<file path="src/rtl/arith_pipe_hs.sv">
// Elastic arithmetic pipeline: stage 0 adds a constant and each later stage
// multiplies by an alternating constant, with per-stage valid/ready handshake.

module arith_pipe_hs_stage #(
  parameter int W      = 4,
  parameter int IS_ADD = 0,
  parameter int C      = 1
) (
  input  logic [W-1:0] op_i,
  input  logic         sat_i,
  output logic [W-1:0] res_o,
  output logic         ovf_o
);
  // 32 guard bits keep any int constant product exact before reduction
  localparam int FW = W + 32;

  logic [FW-1:0] full;

  always_comb begin
    if (IS_ADD != 0) full = FW'(op_i) + FW'(C);
    else             full = FW'(op_i) * FW'(C);
  end

  assign ovf_o = |full[FW-1:W];
  assign res_o = (ovf_o && sat_i) ? {W{1'b1}} : full[W-1:0];
endmodule

module arith_pipe_hs #(
  parameter int W        = 4,
  parameter int IN_W     = 2,
  parameter int DEPTH    = 4,
  parameter int ADD_C    = 1,
  parameter int MUL_ODD  = 2,
  parameter int MUL_EVEN = 3
) (
  input  logic                         clk,
  input  logic                         rst_n,
  input  logic [IN_W-1:0]              in_data,
  input  logic                         in_valid,
  output logic                         in_ready,
  output logic [W-1:0]                 out_data,
  output logic                         out_valid,
  input  logic                         out_ready,
  input  logic                         sat_en,
  input  logic                         flush,
  output logic [$clog2(DEPTH+1)-1:0]   count,
  output logic                         ovf
);
  localparam int CW = $clog2(DEPTH+1);

  logic [DEPTH-1:0][W-1:0] data_q, data_d, res, op;
  logic [DEPTH-1:0]        vld_q, vld_d, load, st_ovf;
  logic [DEPTH:0]          rdy;
  logic [CW-1:0]           cnt_q, cnt_d;
  logic                    ovf_q, ovf_d;
  logic                    in_xfer, out_xfer;

  genvar k;
  generate
    for (k = 0; k < DEPTH; k++) begin : g_stage
      if (k == 0) begin : g_first
        assign op[k]   = W'(in_data);
        assign load[k] = in_xfer;
      end else begin : g_rest
        assign op[k]   = data_q[k-1];
        assign load[k] = rdy[k] & vld_q[k-1];
      end
      // a stage is free if empty or its occupant moves on this cycle
      assign rdy[k] = ~vld_q[k] | rdy[k+1];

      arith_pipe_hs_stage #(
        .W      (W),
        .IS_ADD ((k == 0) ? 1 : 0),
        .C      ((k == 0) ? ADD_C : ((k % 2 == 1) ? MUL_ODD : MUL_EVEN))
      ) u_stage (
        .op_i  (op[k]),
        .sat_i (sat_en),
        .res_o (res[k]),
        .ovf_o (st_ovf[k])
      );
    end
  endgenerate

  assign rdy[DEPTH] = out_ready;
  assign in_ready   = rdy[0] & ~flush & rst_n;
  assign in_xfer    = in_valid & in_ready;
  assign out_xfer   = vld_q[DEPTH-1] & out_ready;

  always_comb begin
    vld_d  = vld_q;
    data_d = data_q;
    cnt_d  = cnt_q;
    ovf_d  = ovf_q | (|(load & st_ovf));
    for (int i = 0; i < DEPTH; i++) begin
      if (load[i]) begin
        vld_d[i]  = 1'b1;
        data_d[i] = res[i];
      end else if (rdy[i]) begin
        vld_d[i]  = 1'b0;
      end
    end
    if (in_xfer && !out_xfer)      cnt_d = cnt_q + 1'b1;
    else if (!in_xfer && out_xfer) cnt_d = cnt_q - 1'b1;
    if (flush) begin
      vld_d  = '0;
      data_d = '0;
      cnt_d  = '0;
      ovf_d  = 1'b0;
    end
  end

  always_ff @(posedge clk or negedge rst_n) begin
    if (!rst_n) begin
      vld_q  <= '0;
      data_q <= '0;
      cnt_q  <= '0;
      ovf_q  <= 1'b0;
    end else begin
      vld_q  <= vld_d;
      data_q <= data_d;
      cnt_q  <= cnt_d;
      ovf_q  <= ovf_d;
    end
  end

  assign out_valid = vld_q[DEPTH-1];
  assign out_data  = data_q[DEPTH-1];
  assign count     = cnt_q;
  assign ovf       = ovf_q;
endmodule
</file>
<file path="config.mk">
export PLATFORM = sky130hd
export DESIGN_NAME = arith_pipe_hs
export DESIGN_NICKNAME = d
export VERILOG_FILES = /design/src/rtl/arith_pipe_hs.sv
export SDC_FILE = /design/constraint.sdc
export NUM_CORES = 1
export LEC_CHECK = 0
export BUFFER_PORTS_ARGS = -buffer_cell sky130_fd_sc_hd__buf_2
export CAP_MARGIN = 20
export CORE_AREA = 2 2 77 87
export DETAILED_ROUTE_END_ITERATION = 10
export DIE_AREA = 0 0 79 89
export GPL_TIMING_DRIVEN = 0
export PLACE_DENSITY_LB_ADDON = 0.05
export SETUP_SLACK_MARGIN = 0.15
export SYNTH_ARGS = -nofsm -noshare
export SYNTH_HDL_FRONTEND = slang
export SYNTH_HIERARCHICAL = 1
export SYNTH_SLANG_ARGS = --single-unit
</file>
<file path="constraint.sdc">
create_clock -name clk -period 2.59 [get_ports clk]
set_clock_uncertainty 0.1 [all_clocks]
set_input_delay 0.3885 -clock clk [delete_from_list [all_inputs] [get_ports clk]]
set_output_delay 0.3885 -clock clk [all_outputs]
set_load 0.01 [all_outputs]
</file>
After elaboration in Yosys (flattened, before gate mapping)
Index checks and enable logic that the tools add are counted.
Widths: inputs -> output; s select.
{ "totals": {"ff_bits": 24, "input_bits": 8, "output_inout_bits": 10, "word_cells": 74} }
{ "op_classes": {"add_sub_neg": 3, "multipliers": 1, "mux": 22, "bitwise": 18, "n_reduce_logical": 20} }
{ "ops": {"columns": ["operator", "count"], "rows": [
  ["$mux 4", 9],
  ["$reduce_or 32->1 const A", 1],
  ["$mux 16", 1],
  ["$reduce_bool 3->1", 5],
  ["$mux 1", 9],
  ["$mux 3", 3],
  ["$reduce_bool 2->1", 4],
  ["$and 1x1->1", 7],
  ["$logic_and 1x1->1", 6],
  ["$mul 4x2->6 const B", 1],
  ["$not 1->1", 5],
  ["$or 1x1->1", 5],
  ["$and 4x4->4", 1],
  ["$reduce_or 4->1", 1],
  ["$add 2x1->3 const B", 1],
  ["$add 3x1->3 const B", 1],
  ["$sub 3x1->3 const B", 1],
  ["$logic_not 1->1", 2],
  ["$reduce_or 2->1", 1]
]} }

Logic depth before layout (Yosys ltp)
Gate-level depths: netlist of run 1.
{ "logic_depth": {"depth_word": 13, "ltp_mapped": 10, "mapped_depth_nobuf": 10} }

Cells and area by module
Netlist of run 1, hierarchy kept.
{ "modules_own_cells": {"columns": ["module", "instances", "cells_per_inst", "area_each_um2", "seq_area_each_um2"], "rows": [
  ["arith_pipe_hs", 1, 118, 1154.9, 600.6],
  ["arith_pipe_hs_stage at g_stage[2].u_stage", 1, 23, 192.7, 0.0],
  ["arith_pipe_hs_stage at g_stage[0].u_stage", 1, 11, 75.1, 0.0],
  ["arith_pipe_hs_stage at g_stage[1].u_stage ...", 2, 5, 36.3, 0.0]
]} }

Worst setup path before layout of run 1
No wires, ideal clock.
{ "synth_path": {"path_kind": "flip-flop to flip-flop", "startpoint": "reg data_q[6] (netlist name)", "endpoint": "reg data_q[8] (netlist name)", "setup_ns": 0.136, "arrival_time_ns": 1.935, "required_ns": 2.354, "slack_ns": 0.419, "stages_incl_launch_ff": 10, "path_buffers": 0, "period_less_slack_ns": 2.171, "cell_sequence": "dfrtp_1 -> inv_1 -> ha_1 -> and3b_1 -> or4_4 -> a21boi_2 -> inv_2 -> a21o_1 -> nand3_1 -> a21oi_1"} }
{ "synth_lines": {"columns": ["element", "line_no", "rtl"], "rows": [
  ["from (decl)", "51", "logic [DEPTH-1:0][W-1:0] data_q, data_d, res, op;"],
  ["from (signal assigned)", "120", "data_q <= data_d;"]
]} }

==> results of run 1 <==
## cells in the mapped netlist
library cell               number  area share [%]
sky130_fd_sc_hd__buf_4          6             3.0
sky130_fd_sc_hd__nand4_1        1            0.42
sky130_fd_sc_hd__a21oi_1       11             3.7
sky130_fd_sc_hd__and2_1         2            0.84
sky130_fd_sc_hd__a311oi_1       1            0.59
sky130_fd_sc_hd__nor2b_1        1            0.42
sky130_fd_sc_hd__fa_1           2             2.7
sky130_fd_sc_hd__clkbuf_2       1            0.33
sky130_fd_sc_hd__nand3_1        9             3.0
sky130_fd_sc_hd__inv_2          1            0.25
sky130_fd_sc_hd__and3_2         2             1.0
sky130_fd_sc_hd__o21a_1         2             1.0
sky130_fd_sc_hd__and2b_4        1            0.67
sky130_fd_sc_hd__and2b_2        1            0.59
sky130_fd_sc_hd__xnor2_1        1            0.59
sky130_fd_sc_hd__a21oi_2        1            0.59
sky130_fd_sc_hd__clkbuf_1       5             1.3
sky130_fd_sc_hd__a21boi_0       1            0.50
sky130_fd_sc_hd__ha_1           6             5.0
sky130_fd_sc_hd__nor2_1        11             2.8
sky130_fd_sc_hd__nor3_1         4             1.3
sky130_fd_sc_hd__and3b_1        2             1.2
sky130_fd_sc_hd__o21ai_0        6             2.0
sky130_fd_sc_hd__and4b_4        1            0.92
sky130_fd_sc_hd__a21boi_2       1            0.75
sky130_fd_sc_hd__nand3b_1       2             1.0
sky130_fd_sc_hd__a41oi_1        1            0.59
sky130_fd_sc_hd__o21bai_1       1            0.50
sky130_fd_sc_hd__dfrtp_1       24              40
sky130_fd_sc_hd__inv_1          8             2.0
sky130_fd_sc_hd__conb_1         1            0.25
sky130_fd_sc_hd__nand4b_1       1            0.59
sky130_fd_sc_hd__or4_4          1            0.75
sky130_fd_sc_hd__mux2_1         1            0.75
sky130_fd_sc_hd__nand2_1       18             4.5
sky130_fd_sc_hd__a21o_1         8             4.0
sky130_fd_sc_hd__a31oi_1        2            0.84
sky130_fd_sc_hd__a221oi_4       1             1.8
sky130_fd_sc_hd__nand2b_1       6             2.5
sky130_fd_sc_hd__a21boi_1       1            0.50
sky130_fd_sc_hd__mux2i_1        5             3.3
sky130_fd_sc_hd__o31ai_1        1            0.50
## state kept, by name (all words and copies together), names as in the netlist
name      cells
count         3
data_q       12
out_data      4
ovf           1
vld_q         4
## cells by family (layout without fill, tap and decap cells)
family	count (synthesis)	count (layout)	synth area share, %
muxes	6	6	4.10
buffers and inverters	21	42	6.86
other	1	11	0.251
and+or+nand+nor	63	63	22.5
AOI/OAI and AO/OA	38	38	17.8
adders and majority gates	8	8	7.70
xor gates and xnor gates	1	1	0.586
DFF	24	24	40.2
## cell type report
| type | instances | area share, % |
|---|---|---|
| buffer | 12 | 3.84 |
| clock buffer | 3 | 2.30 |
| multi-input combinational | 127 | 46.7 |
| timing repair buffer | 18 | 6.14 |
| inverter | 9 | 1.88 |
| sequential | 24 | 33.6 |
| tap | 80 | 5.58 |
## layout by cell type, fill, tap and decap left out, drive strengths merged
cell type and count:
nor2 11, a31oi 2, a21oi 12, buf 23
o31ai 1, nor3 4, mux2 1, and3b 2
and3 2, a21boi 3, a311oi 1, ha 6
nor2b 1, and2b 2, or4 1, o21bai 1
and4b 1, and2 2, a221oi 1, fa 2
o21a 2, xnor2 1, inv 9, a21o 8
nand4 1, conb 11, nand2 18, clkbuf 10
mux2i 5, nand2b 6, nand4b 1, dfrtp 24
o21ai 6, a41oi 1, nand3 9, nand3b 2
## per-layer routing
layer	vias up	global-route usage, %	share of wire, %
met5	-	0	0
met4	0	2.35	0.42
met3	2	1.82	2.5
met2	12	19.1	47
met1	567	12.9	50
li1	604	-	-
## worst paths after layout
| path | start | to | slack, ns | depth (start not counted) |
|---|---|---|---|---|
| max in group asynchronous | rst_n | data_q[6] | 2.22 | 2 |
| min in group clk | in_data[0] | data_q[0] | 0.34 | 4 |
| min reg2reg | data_q[9] | data_q[9] | 0.43 | 2 |
| max | data_q[6] | data_q[8] | 0.28 | 9 |
| max reg2reg | data_q[6] | data_q[8] | 0.28 | 9 |
| min | rst_n | data_q[7] | 0.01 | 2 |
## metrics by stage
| stage | setup TNS [ns] | hold slack, ns | power, mW | utilization [%] |
|---|---|---|---|---|
| after floorplan | 0 | -0.00709 | 0.449 | - |
| after global placement | -0.0455 | 0.335 | 0.484 | 28.2 |
| after detailed placement | -0.0445 | 0.335 | 0.486 | 28.2 |
| after CTS | 0 | 0.0441 | 0.709 | 28.8 |
| after global routing | 0 | 0.0165 | 0.740 | 29.5 |
| final | 0 | 0.0126 | 0.699 | 29.5 |
## timing repair
item | in CTS | in global routing
hold endpoints to repair | 0 | 24
hold buffers | 0 | 1
buffers inserted | 0 | 1
resized for setup | 0 | 3
endpoints found under the setup margin | 0 | 4
## report_power, final
group          switching [mW]  internal [mW]  total, mW  leakage (nW)
logic                  0.0527         0.0372     0.0898         0.588
registers             0.00799          0.383      0.391         0.330
clock network           0.114          0.104      0.217        0.0216
==> flow_results.org, run 1 <==
** Worst setup path
- The worst setup path is launched from a flip-flop.
- In this run the worst path has a maximum fanout of 5.
- Together, buffers and inverters on the worst path number 2.
- The largest single stage delay on the critical path is roughly 0.50 ns.
- At the worst endpoint, the required time is roughly 2.6 ns.
- Walking the worst path, the cells encountered are inv_1 -> ha_1 -> and3b_1 -> or4_4 -> a21boi_4 -> inv_2 -> a21o_1 -> nand3_1 -> a21oi_1.
- For the worst setup path, the data arrival time is 2.34 ns.
- The kind of cell with the highest combined delay along the critical path is simple AND/OR/NAND/NOR gates.
- The setup path with the least slack is of type reg2reg.
- Slowest CP cell :: sky130_fd_sc_hd__or4_4
- STA classifies the critical path endpoint as a flip-flop.

** STA
- The number of hold violations in the final report was 0.
- Setup violations remaining at the end of the flow were counted as 0.
- Tightest Pin Transition :: between 0.5 and 0.6 ns
- Unrepaired setup endpoints after global routing :: true
- For the finished layout, the period the worst path requires is 2.31 ns.
- For this run, the top clock speed supported by timing is about 0.43 GHz.
- The number of max-slew violations in the final report came to 0.
- The final critical path takes up 89.3% of the cycle.
- Slew HR :: around two thirds
- In the post-route analysis, the smallest setup slack over all paths is 0.276 ns.

** Yosys
- Distinct cells, synth :: 42
- Average size of a mapped cell :: slightly above 9 µm²
- In the synthesized netlist, the number of instances is roughly 160.
- Post-synth design cell area :: 1500 µm²
- Post-synthesis register bit count :: 24
- For this run, the number of Yosys warnings is 6.
- Register area share after synthesis :: between 40% and 50%

** Routing
- Drt first-iter violations :: 31
- Total detailed-routing wirelength :: between 3 and 4 mm
- The routed layout has 1185 vias.
- After detailed routing, the average wire length per cell comes to 12.2 µm.
- Pre-Repair DR Iteration Count :: 4
- DRC errors left :: 0
- DR vias/cell :: about 4.3
- Antenna viol nets, final :: 0

** Cells and area
- The net count of the finished layout is about 210.
- Final Cell Area :: between 1500 and 2000 µm²
- Area of the multi-input gates :: ~840 µm²
- Cells with a size suffix above 1 make up 20.2% of the layout.
- Total area of sequential cells :: roughly 600 µm²
- Antenna fix cells :: 0
- Count of fill cells added during filler insertion :: between 600 and 700
- Relative area change from synthesis to final layout :: 19.9%
- The finished layout holds around 270 standard cells, fillers aside.

** CTS
- TritonCTS built the clock tree.
- Clock Sink Count :: 24
- CTS clk-pin slew, worst paths :: roughly 0.080 ns
- Depth of the CTS H-tree :: 1
- Max Buffers Root-to-Sink :: 2
- Clock latency at the later pin of the worst-skew pair :: around 0.26 ns
- Total CTS buffers :: 3
- Clock Tree Root :: sky130_fd_sc_hd__clkbuf_8

** Hold path
- The min-delay analysis places its worst path in the category in2async.

** Placed design
- Prior to clock tree synthesis, the placed netlist has a worst setup slack of -0.0445 ns.
- Input and output buffers added on the ports amount to 16.
- Total half-perimeter wirelength after legalization and detailed placement :: ~2.5 mm
- In this run, placement finished with an instance count of about 270.
- The placed instances occupy a cell area of 1710 µm².
- The congestion estimate from routability-driven global placement came to 0.671.

** Floorplan
- Y dimension of the die :: about 89 µm
- The die covers roughly 7000 µm².
- During I/O placement, the number of pins put on the boundary was 18.
- For this configuration, the core starts out at a cell density of between 20% and 30%.
- The floorplan has 30 rows.
- The floorplan step set the die width to 79 µm.
- Core ar. :: 6080 µm²

** Power
- IR analysis of the VDD net gives a maximum drop of about 0.15 mV.
- Cell Pwr Density :: a little under 400 nW/µm²
- For this design the static power due to leakage is about 0.94 nW.

** Global routing
- The via count of the first global-routing pass came to between 1000 and 1500.
- Global route overflow :: 0
- Entering global routing, the biggest net connects 27 pins.
- The number of antenna violations at the first check in global routing is 0.
- Overall global routing resource usage :: a little over a tenth
- The first global-routing pass estimated between 5 and 6 mm of wire.

** Run
- Max cap viols :: 0

** Status
- The run finished with clean final reports.
Power figures use the tool's default switching activity.
==> run 2: changes to the inputs <==
--- a/config.mk
+++ b/config.mk
@@ -5,11 +5,13 @@
 export SDC_FILE = /design/constraint.sdc
 export NUM_CORES = 1
 export LEC_CHECK = 0
+export ABC_AREA = 1
+export ABC_CLOCK_PERIOD_IN_PS = 2590
 export BUFFER_PORTS_ARGS = -buffer_cell sky130_fd_sc_hd__buf_2
 export CAP_MARGIN = 20
-export CORE_AREA = 2 2 77 87
+export CORE_AREA = 2 2 53 60
 export DETAILED_ROUTE_END_ITERATION = 10
-export DIE_AREA = 0 0 79 89
+export DIE_AREA = 0 0 55 62
 export GPL_TIMING_DRIVEN = 0
 export PLACE_DENSITY_LB_ADDON = 0.05
 export SETUP_SLACK_MARGIN = 0.15
==> flow_results.org, run 2 <==
** CTS
- # Post-CTS Setup Buffers :: 0 (unchanged)
- TritonCTS built the clock tree.
- The clock-pin slew on the worst setup and hold paths was 0.15 ns (+0.07 ns).
- Total CTS buffers :: 3 (unchanged)
- The number of hold buffers added after cts is 2 (+2).
- The source-to-sink clock delay at the later pin of the worst-skew pair was 0.33 ns (+0.07 ns).
- CTS placed an instance of sky130_fd_sc_hd__clkbuf_4 at the clock tree root.
- Max Buffers Root-to-Sink :: 2 (unchanged)
- Depth of the CTS H-tree :: 1 (unchanged)
- The number of clock sinks was 24 (unchanged).
- Number of gates given a new drive strength after cts :: 0 (unchanged)

** Cells and area
- data_q holds more flip-flops than any other register.
- The share of final-layout standard cells stronger than drive strength 1 was 21.1% (+0.85 points).
- Final Cell Area :: 1780 µm² (-0.98%)
- Relative area change from synthesis to final layout :: 15.0%
- Most common cell after layout, fill and taps aside :: sky130_fd_sc_hd__nand2_1
- The final cell utilization of the core is 61.4% (+32 points).
- Antenna fix cells :: 0 (unchanged)
- Final #Nets :: 245 (+16%)
- The number of flip-flops in the largest register came to 12 (unchanged).
- Leading cell types in the layout, fill and taps excluded :: sky130_fd_sc_hd__nand2_1 (39), sky130_fd_sc_hd__inv_1 (37), sky130_fd_sc_hd__nand3_1 (33)

** Yosys
- The sequential element share of the synthesized area was 38.9% (-1.3 points).
- The portion of synthesized cell area occupied by the leading cell type was 38.9% (-1.3 points).
- The mean post-synth cell area is 7.76 µm² (-16%).
- The number of warning messages in the yosys log is 6 (unchanged).
- The biggest area contributor in the post-synthesis netlist is sky130_fd_sc_hd__dfrtp_1.
- Number of instances in the synthesized netlist :: 199 (+23%)
- Post-synthesis register bit count :: 24 (unchanged)
- Sorting the synthesized cells by how often they occur yields sky130_fd_sc_hd__nand2_1 (39), sky130_fd_sc_hd__inv_1 (37), sky130_fd_sc_hd__nand3_1 (33).
- Library cell with the highest instance count after synthesis :: sky130_fd_sc_hd__nand2_1
- Number of flops mapped to enable cells by yosys :: 0 (unchanged)
- Top area cells in the synthesized netlist :: sky130_fd_sc_hd__dfrtp_1 (39%), sky130_fd_sc_hd__nand3_1 (11%), sky130_fd_sc_hd__nand2_1 (9.5%)
- Distinct cells, synth :: 29 (-31%)
- Post-synth design cell area :: 1540 µm² (+3.3%)
- The proportion of register bits with asynchronous set or reset after synthesis is 100% (unchanged).
- The most used flip-flop cell after synthesis is sky130_fd_sc_hd__dfrtp_1.

** Worst setup path
- The worst setup path is captured at a primary output.
- Tracing the worst setup path back leads to its startpoint at rst_n.
- The biggest cell delay along the critical path was 0.52 ns (+0.02 ns).
- Endpoint of the worst-slack reg-to-reg timing path :: count[2]
- The maximum fanout count along the critical path is 7 (+2).
- The setup path with the least slack is of type in2out.
- Slowest CP cell :: sky130_fd_sc_hd__dlygate4sd3_1
- Crit-path most repeated cell :: sky130_fd_sc_hd__buf_2
- The worst endpoint data arrival time came to 1.60 ns (-0.74 ns).
- The data required time at the worst endpoint is 2.10 ns (-0.52 ns).
- Launch point of the worst reg-to-reg path :: vld_q[3]
- Cells on worst reg2reg path :: 10 (+1)
- The worst setup path is launched from an input port.
- Traced cell by cell, the critical path runs through dlygate4sd3_1 -> buf_2 -> nand2_2 -> nor2_2 -> buf_2.
- The register-to-register path setup slack was 0.74 ns (+0.46 ns).

** STA
- The number of hold violations in the final report was 0 (unchanged).
- Achievable Freq :: 0.479 GHz (+11%)
- Post-route fraction of the period consumed by the critical path :: 80.7% (-8.7 points)
- Unrepaired setup endpoints after global routing :: false
- Final max-slew violation count :: 0 (unchanged)
- The setup slack of the critical path after layout was 0.501 ns (+0.225 ns).
- Fin Setup TNS :: 0 ns (unchanged)
- Setup-failing EPs final :: 0 (unchanged)
- Post-layout min period :: 2.09 ns (-0.225 ns)
- Slew HR :: 66.3% (+0.91 points)
- The tightest hold margin was 0.214 ns (+0.202 ns).
- Tightest Pin Transition :: 0.506 ns (-0.0137 ns)

** Global routing
- Via count of the first global-routing pass :: 1189 (-7.7%)
- The global-route met1 utilization was 24.1% (+11 points).
- The total routing resource utilization after global routing came to 20.0% (+9.6 points).
- The routing usage on met2 came to 36.9% (+18 points).
- Wire length of the first global-routing pass :: 4.97 mm (-15%)
- The layer flagged by global routing as most heavily used is met2.
- Global route overflow :: 0 (unchanged)
- Antenna violations before repair :: 0 (unchanged)
- Pin count of the biggest net entering global routing :: 25 (-7.4%)
- Met3 capacity usage during global routing :: 2.15% (+0.33 points)

** Placed design
- Input/output buffers :: 16 (unchanged)
- The total half-perimeter wirelength after legalization and detailed placement is 2.22 mm (-10%).
- Placement Cell Area :: 1690 µm² (-1.2%)
- The weighted congestion at the end of routability-driven global placement is 0.723 (+7.7%).
- The post-placement worst setup slack is 0.417 ns (+0.461 ns).

** Floorplan
- Top-level port count :: 18 (unchanged)
- Y dimension of the die :: 62 µm (-30%)
- Full die area :: 3410 µm² (-52%)
- Core ar. :: 2890 µm² (-52%)
- The die span in x is 55 µm (-30%).
- The starting density of the core came to 53.4% (+29 points).
- The number of placement rows is 21 (-30%).

** Routing
- Total detailed-routing wirelength :: 2.89 mm (-13%)
- The number of DRC markers in iteration 0 is 17 (-45%).
- The average vias per placed instance is 4.91 (+13%).
- Total vias in the final route :: 1287 (+8.6%)
- The first-pass iteration count of the detailed router is 5 (+1).
- The remaining antenna violation count after routing came to 0 (unchanged).
- The post-route DRC violation count came to 0 (unchanged).
- Detail-routed net length per standard cell :: 11.0 µm (-9.4%)

** Hold path
- For hold timing, the worst endpoint is vld_q[2].
- Hold Path Stages :: 2
- In this run the most critical hold path is launched from flush.
- Type of the most critical hold path :: in2reg

** Power
- The worst IR drop on VDD is 0.255 mV (+74%).
- The static leakage power came to 0.980 nW (+4.4%).
- Cell Pwr Density :: 438 nW/µm² (+12%)

** Status
- Result of the run :: finished, final reports clean

** Run
- Max cap viols :: 0 (unchanged)
[run 2: cell count changes after synthesis, moves of 4 or more]
| cell | delta |
|---|---|
| sky130_fd_sc_hd__a21o_1 | -8 |
| sky130_fd_sc_hd__clkbuf_1 | -4 |
| sky130_fd_sc_hd__nand2_2 | +4 |
| sky130_fd_sc_hd__nand2b_1 | -6 |
| sky130_fd_sc_hd__a21oi_1 | -8 |
| sky130_fd_sc_hd__inv_1 | +29 |
| sky130_fd_sc_hd__mux2i_1 | -5 |
| sky130_fd_sc_hd__nand3_1 | +24 |
| sky130_fd_sc_hd__nand2_1 | +21 |
| sky130_fd_sc_hd__nor2_1 | -5 |
[run 2: final cells by class]
cell class | count | area [µm²]
inverters | 41 | 154
clock buffers | 3 | 22.5
repair buffers | 18 | 110
fillers | 283 | 1110
clock inverters | 1 | 30.0
plain buffers | 9 | 56.3
well taps | 34 | 42.5
multi-input cells | 132 | 759
flip-flops and latches | 24 | 601
[run 2: cells by family after synthesis]
logic type	count (synthesis)	share of synthesized area (%)
other	1	0.243
XOR/XNOR	1	0.567
AO/OA/AOI/OAI	18	7.21
AND/OR/NAND/NOR	97	32.0
flip-flops	24	38.9
adder cells (fa/ha/maj)	8	7.46
buffers and inverters	50	13.6
[run 2: how the worst max path moves through the flow]
stage | to | slack, ns
6_report | in_ready | 0.50
5_1_grt | in_ready | 0.44
4_1_cts | in_ready | 0.49
3_5_place_dp | count[1] | 0.42
3_3_place_gp | count[1] | 0.45
2_1_floorplan | count[2] | 0.85
[run 2: stage by stage]
step,power [mW],std cells
after CTS,0.784,262
final,0.778,262
after floorplan,0.468,206
after global placement,0.501,256
after global routing,0.817,262
after detailed placement,0.505,256
[run 2: power breakdown]
part | internal [mW] | total, mW | switching, mW
combinational | 0.0396 | 0.107 | 0.0679
clock | 0.157 | 0.276 | 0.119
sequential | 0.386 | 0.395 | 0.00849
[run 2: critical path: cells and delay by family]
family / cells / cell delay (ns)
and+or+nand+nor: 2 / 0.34
buffers and inverters: 3 / 0.88
[run 2: routing by layer]
| metal | wire length [µm] | vias up | share of wire (%) |
|---|---|---|---|
| met5 | 0 | - | 0 |
| met4 | 40 | 0 | 1.4 |
| met3 | 75 | 5 | 2.6 |
| met2 | 1480 | 16 | 51 |
| met1 | 1300 | 586 | 45 |
| li1 | - | 680 | - |
==> run 3: changes to the inputs <==
--- a/config.mk
+++ b/config.mk
@@ -6,7 +6,7 @@
 export NUM_CORES = 1
 export LEC_CHECK = 0
 export ABC_AREA = 1
-export ABC_CLOCK_PERIOD_IN_PS = 2590
+export ABC_CLOCK_PERIOD_IN_PS = 2000
 export BUFFER_PORTS_ARGS = -buffer_cell sky130_fd_sc_hd__buf_2
 export CAP_MARGIN = 20
 export CORE_AREA = 2 2 53 60
==> constraint.sdc (replaced) <==
create_clock -name clk -period 2 [get_ports clk]
set_clock_uncertainty 0.1 [all_clocks]
set_input_delay 0.3 -clock clk [delete_from_list [all_inputs] [get_ports clk]]
set_output_delay 0.3 -clock clk [all_outputs]
set_load 0.01 [all_outputs]
==> flow_results.org, run 3 (synthesis gave the netlist of run 2 again) <==
** Cells and area
- Most common cell after layout, fill and taps aside :: sky130_fd_sc_hd__nand2_1
- The final cell count without fillers was 268 (+2.3%).
- Fraction of final layout cells with drive strength greater than 1 :: 28.2% (+7.2 points)
- The register with the most flip-flops in the final layout is data_q.
- The area growth from synthesis to layout is 20.5%.
- Antenna fix cells :: 0 (unchanged)
- Final Cell Area :: 1860 µm² (+4.8%)
- The final layout net count is 251 (+2.4%).
- Number of flip-flops under the largest register name :: 12 (unchanged)
- Leaving out fill and tap cells, the most frequent cells in the layout are sky130_fd_sc_hd__nand2_1 (39), sky130_fd_sc_hd__inv_1 (34), sky130_fd_sc_hd__nand3_1 (33).

** Floorplan
- Horizontal die dimension :: 55 µm (unchanged)
- The boundary pin count is 18 (unchanged).
- The die height came to 62 µm (unchanged).
- Initial Util :: 53.4% (unchanged)
- The number of placement rows is 21 (unchanged).
- Core ar. :: 2890 µm² (unchanged)
- Full die area :: 3410 µm² (unchanged)

** Worst setup path
- The count of cells along the worst register-to-register path was 10 (unchanged).
- The worst register-to-register path begins at data_q[5].
- The worst register-to-register path ends at data_q[11].
- The critical path in this run is classified as reg2out.
- CP Capture Type :: primary output
- The worst setup path is launched from a flip-flop.
- Critical Path AT :: 1.36 ns (-0.24 ns)
- Worst path required time :: 1.60 ns (-0.50 ns)
- The register-to-register path setup slack came to 0.25 ns (-0.49 ns).
- The maximum fanout count along the critical path came to 7 (unchanged).

** CTS
- The number of buffers on the longest clock path was 2 (unchanged).
- The tree is rooted in a sky130_fd_sc_hd__clkbuf_4.
- The source-to-sink clock delay at the later pin of the worst-skew pair came to 0.33 ns (about the same).
- Total CTS buffers :: 3 (unchanged)
- The level count of the clock H-tree was 1 (unchanged).
- Clock tree from TritonCTS :: built
- The number of clock sinks is 24 (unchanged).
- CTS clk-pin slew, worst paths :: 0.15 ns (about the same)

** Power
- Power consumption :: 1.02 mW (+31%)
- The static leakage power came to 1.01 nW (+2.9%).
- The worst IR drop on VDD was 0.330 mV (+29%).
- The areal power density over the cells is 546 nW/µm² (+25%).

** Global routing
- The residual overflow from global routing came to 0 (unchanged).
- The number of antenna violations at the first check in global routing is 0 (unchanged).
- Via count of the first global-routing pass :: 1190 (+0.084%)
- Wire length of the first global-routing pass :: 4.97 mm (unchanged)
- Pin count of the biggest net entering global routing :: 25 (unchanged)
- Overall global routing resource usage :: 20.0% (unchanged)

** Placed design
- The number of instances in the placed design was 256 (unchanged).
- The post-place instance area was 1690 µm² (unchanged).
- Total half-perimeter wirelength after legalization and detailed placement :: 2.22 mm (unchanged)
- Input/output buffers :: 16 (unchanged)
- Final estimated routing congestion in global placement :: 0.723 (unchanged)
- The post-placement worst setup slack is -0.0848 ns (-0.501 ns).

** STA
- Tightest Pin Transition :: 0.505 ns (-0.000387 ns)
- Achievable Freq :: ~0.57 GHz
- Unrepaired setup endpoints after global routing :: true
- Post-route fraction of the period consumed by the critical path :: between 80% and 90%
- Post-layout min period :: about 1.8 ns
- Worst Slack Setup Final :: 0.244 ns (-0.257 ns)
- Setup-failing EPs final :: 0 (unchanged)
- Hold Violations, Final :: 0 (unchanged)
- The worst slew margin relative to its limit came to 66.3% (about the same).
- Final max-slew violation count :: 0 (unchanged)

** Routing
- The number of DRC markers in iteration 0 came to 21 (+4).
- Total detailed-routing wirelength :: 2.99 mm (+3.3%)
- The post-route DRC violation count is 0 (unchanged).
- DR vias/cell :: 4.96 (+0.88%)
- Total vias in the final route :: 1328 (+3.2%)
- The first-pass iteration count of the detailed router came to 4 (-1).
- Antenna viol nets, final :: 0 (unchanged)
- The routed wirelength normalized by instance count was 11.2 µm (+0.97%).

** Hold path
- Type of the most critical hold path :: in2reg
- In this run the most critical hold path is launched from flush.
- The instance count along the most critical hold path came to 2 (unchanged).
- The path with the worst hold slack has its endpoint at vld_q[2].

** Run
- Max cap viols :: 0 (unchanged)

** Status
- Result of the run :: finished, final reports clean
-- run 3: how the worst max path moves through the flow --
stage	start	end	slack, ns	cells after the start
after global routing	vld_q[3]	count[2]	0.12	10
after floorplan	vld_q[3]	count[2]	0.26	10
after CTS	vld_q[3]	count[2]	0.14	10
final	vld_q[2]	in_ready	0.24	4
after global placement	rst_n	count[1]	-0.05	7
after detailed placement	rst_n	count[1]	-0.08	7
-- run 3: layout make-up --
class                      instances  area, µm²
buffer                             9       56.3
clock buffer                       3       22.5
clock inverter                     1       30.0
fill                             272       1030
inverter                          41        154
multi-input combinational        132        796
sequential                        24        604
tap                               34       42.5
timing repair buffer              24        155
-- run 3: worst max-delay path, cell delays in order (launching register included) --
cell	delay, ns
sky130_fd_sc_hd__dfrtp_2	0.48
sky130_fd_sc_hd__nand4_1	0.17
sky130_fd_sc_hd__nor2_2	0.06
sky130_fd_sc_hd__nor2_4	0.15
sky130_fd_sc_hd__buf_2	0.16
-- run 3: metrics by stage --
stage               util [%]  setup TNS, ns  hold slack, ns
floorplan                  -              0         -0.0956
global placement        58.6        -0.0477           0.225
detailed placement      58.6        -0.0848           0.232
CTS                     61.7              0           0.121
global route            64.4              0           0.125
finish                  64.4              0           0.120
-- run 3: routing by layer --
| metal | routed length [µm] | track usage (%) | up-vias |
|---|---|---|---|
| met1 | 1320 | 24.1 | 613 |
| met2 | 1550 | 36.9 | 19 |
| met3 | 79 | 2.15 | 6 |
| li1 | - | - | 690 |
| met4 | 43 | 6.27 | 0 |
| met5 | 0 | 0 | - |
-- run 3: what timing repair did --
| item | CTS | global route |
|---|---|---|
| hold endpoints to repair | 24 | 0 |
| pin swaps | 0 | 7 |
| endpoints found under the setup margin | 2 | 8 |
| setup buffers | 1 | 5 |
| gates resized for setup | 0 | 15 |
| hold buffers | 2 | 0 |
-- run 3: where the power goes --
group          internal, mW  switching, mW  total [mW]
Combinational        0.0555         0.0904       0.146
Sequential            0.500         0.0117       0.512
Clock                 0.203          0.156       0.358
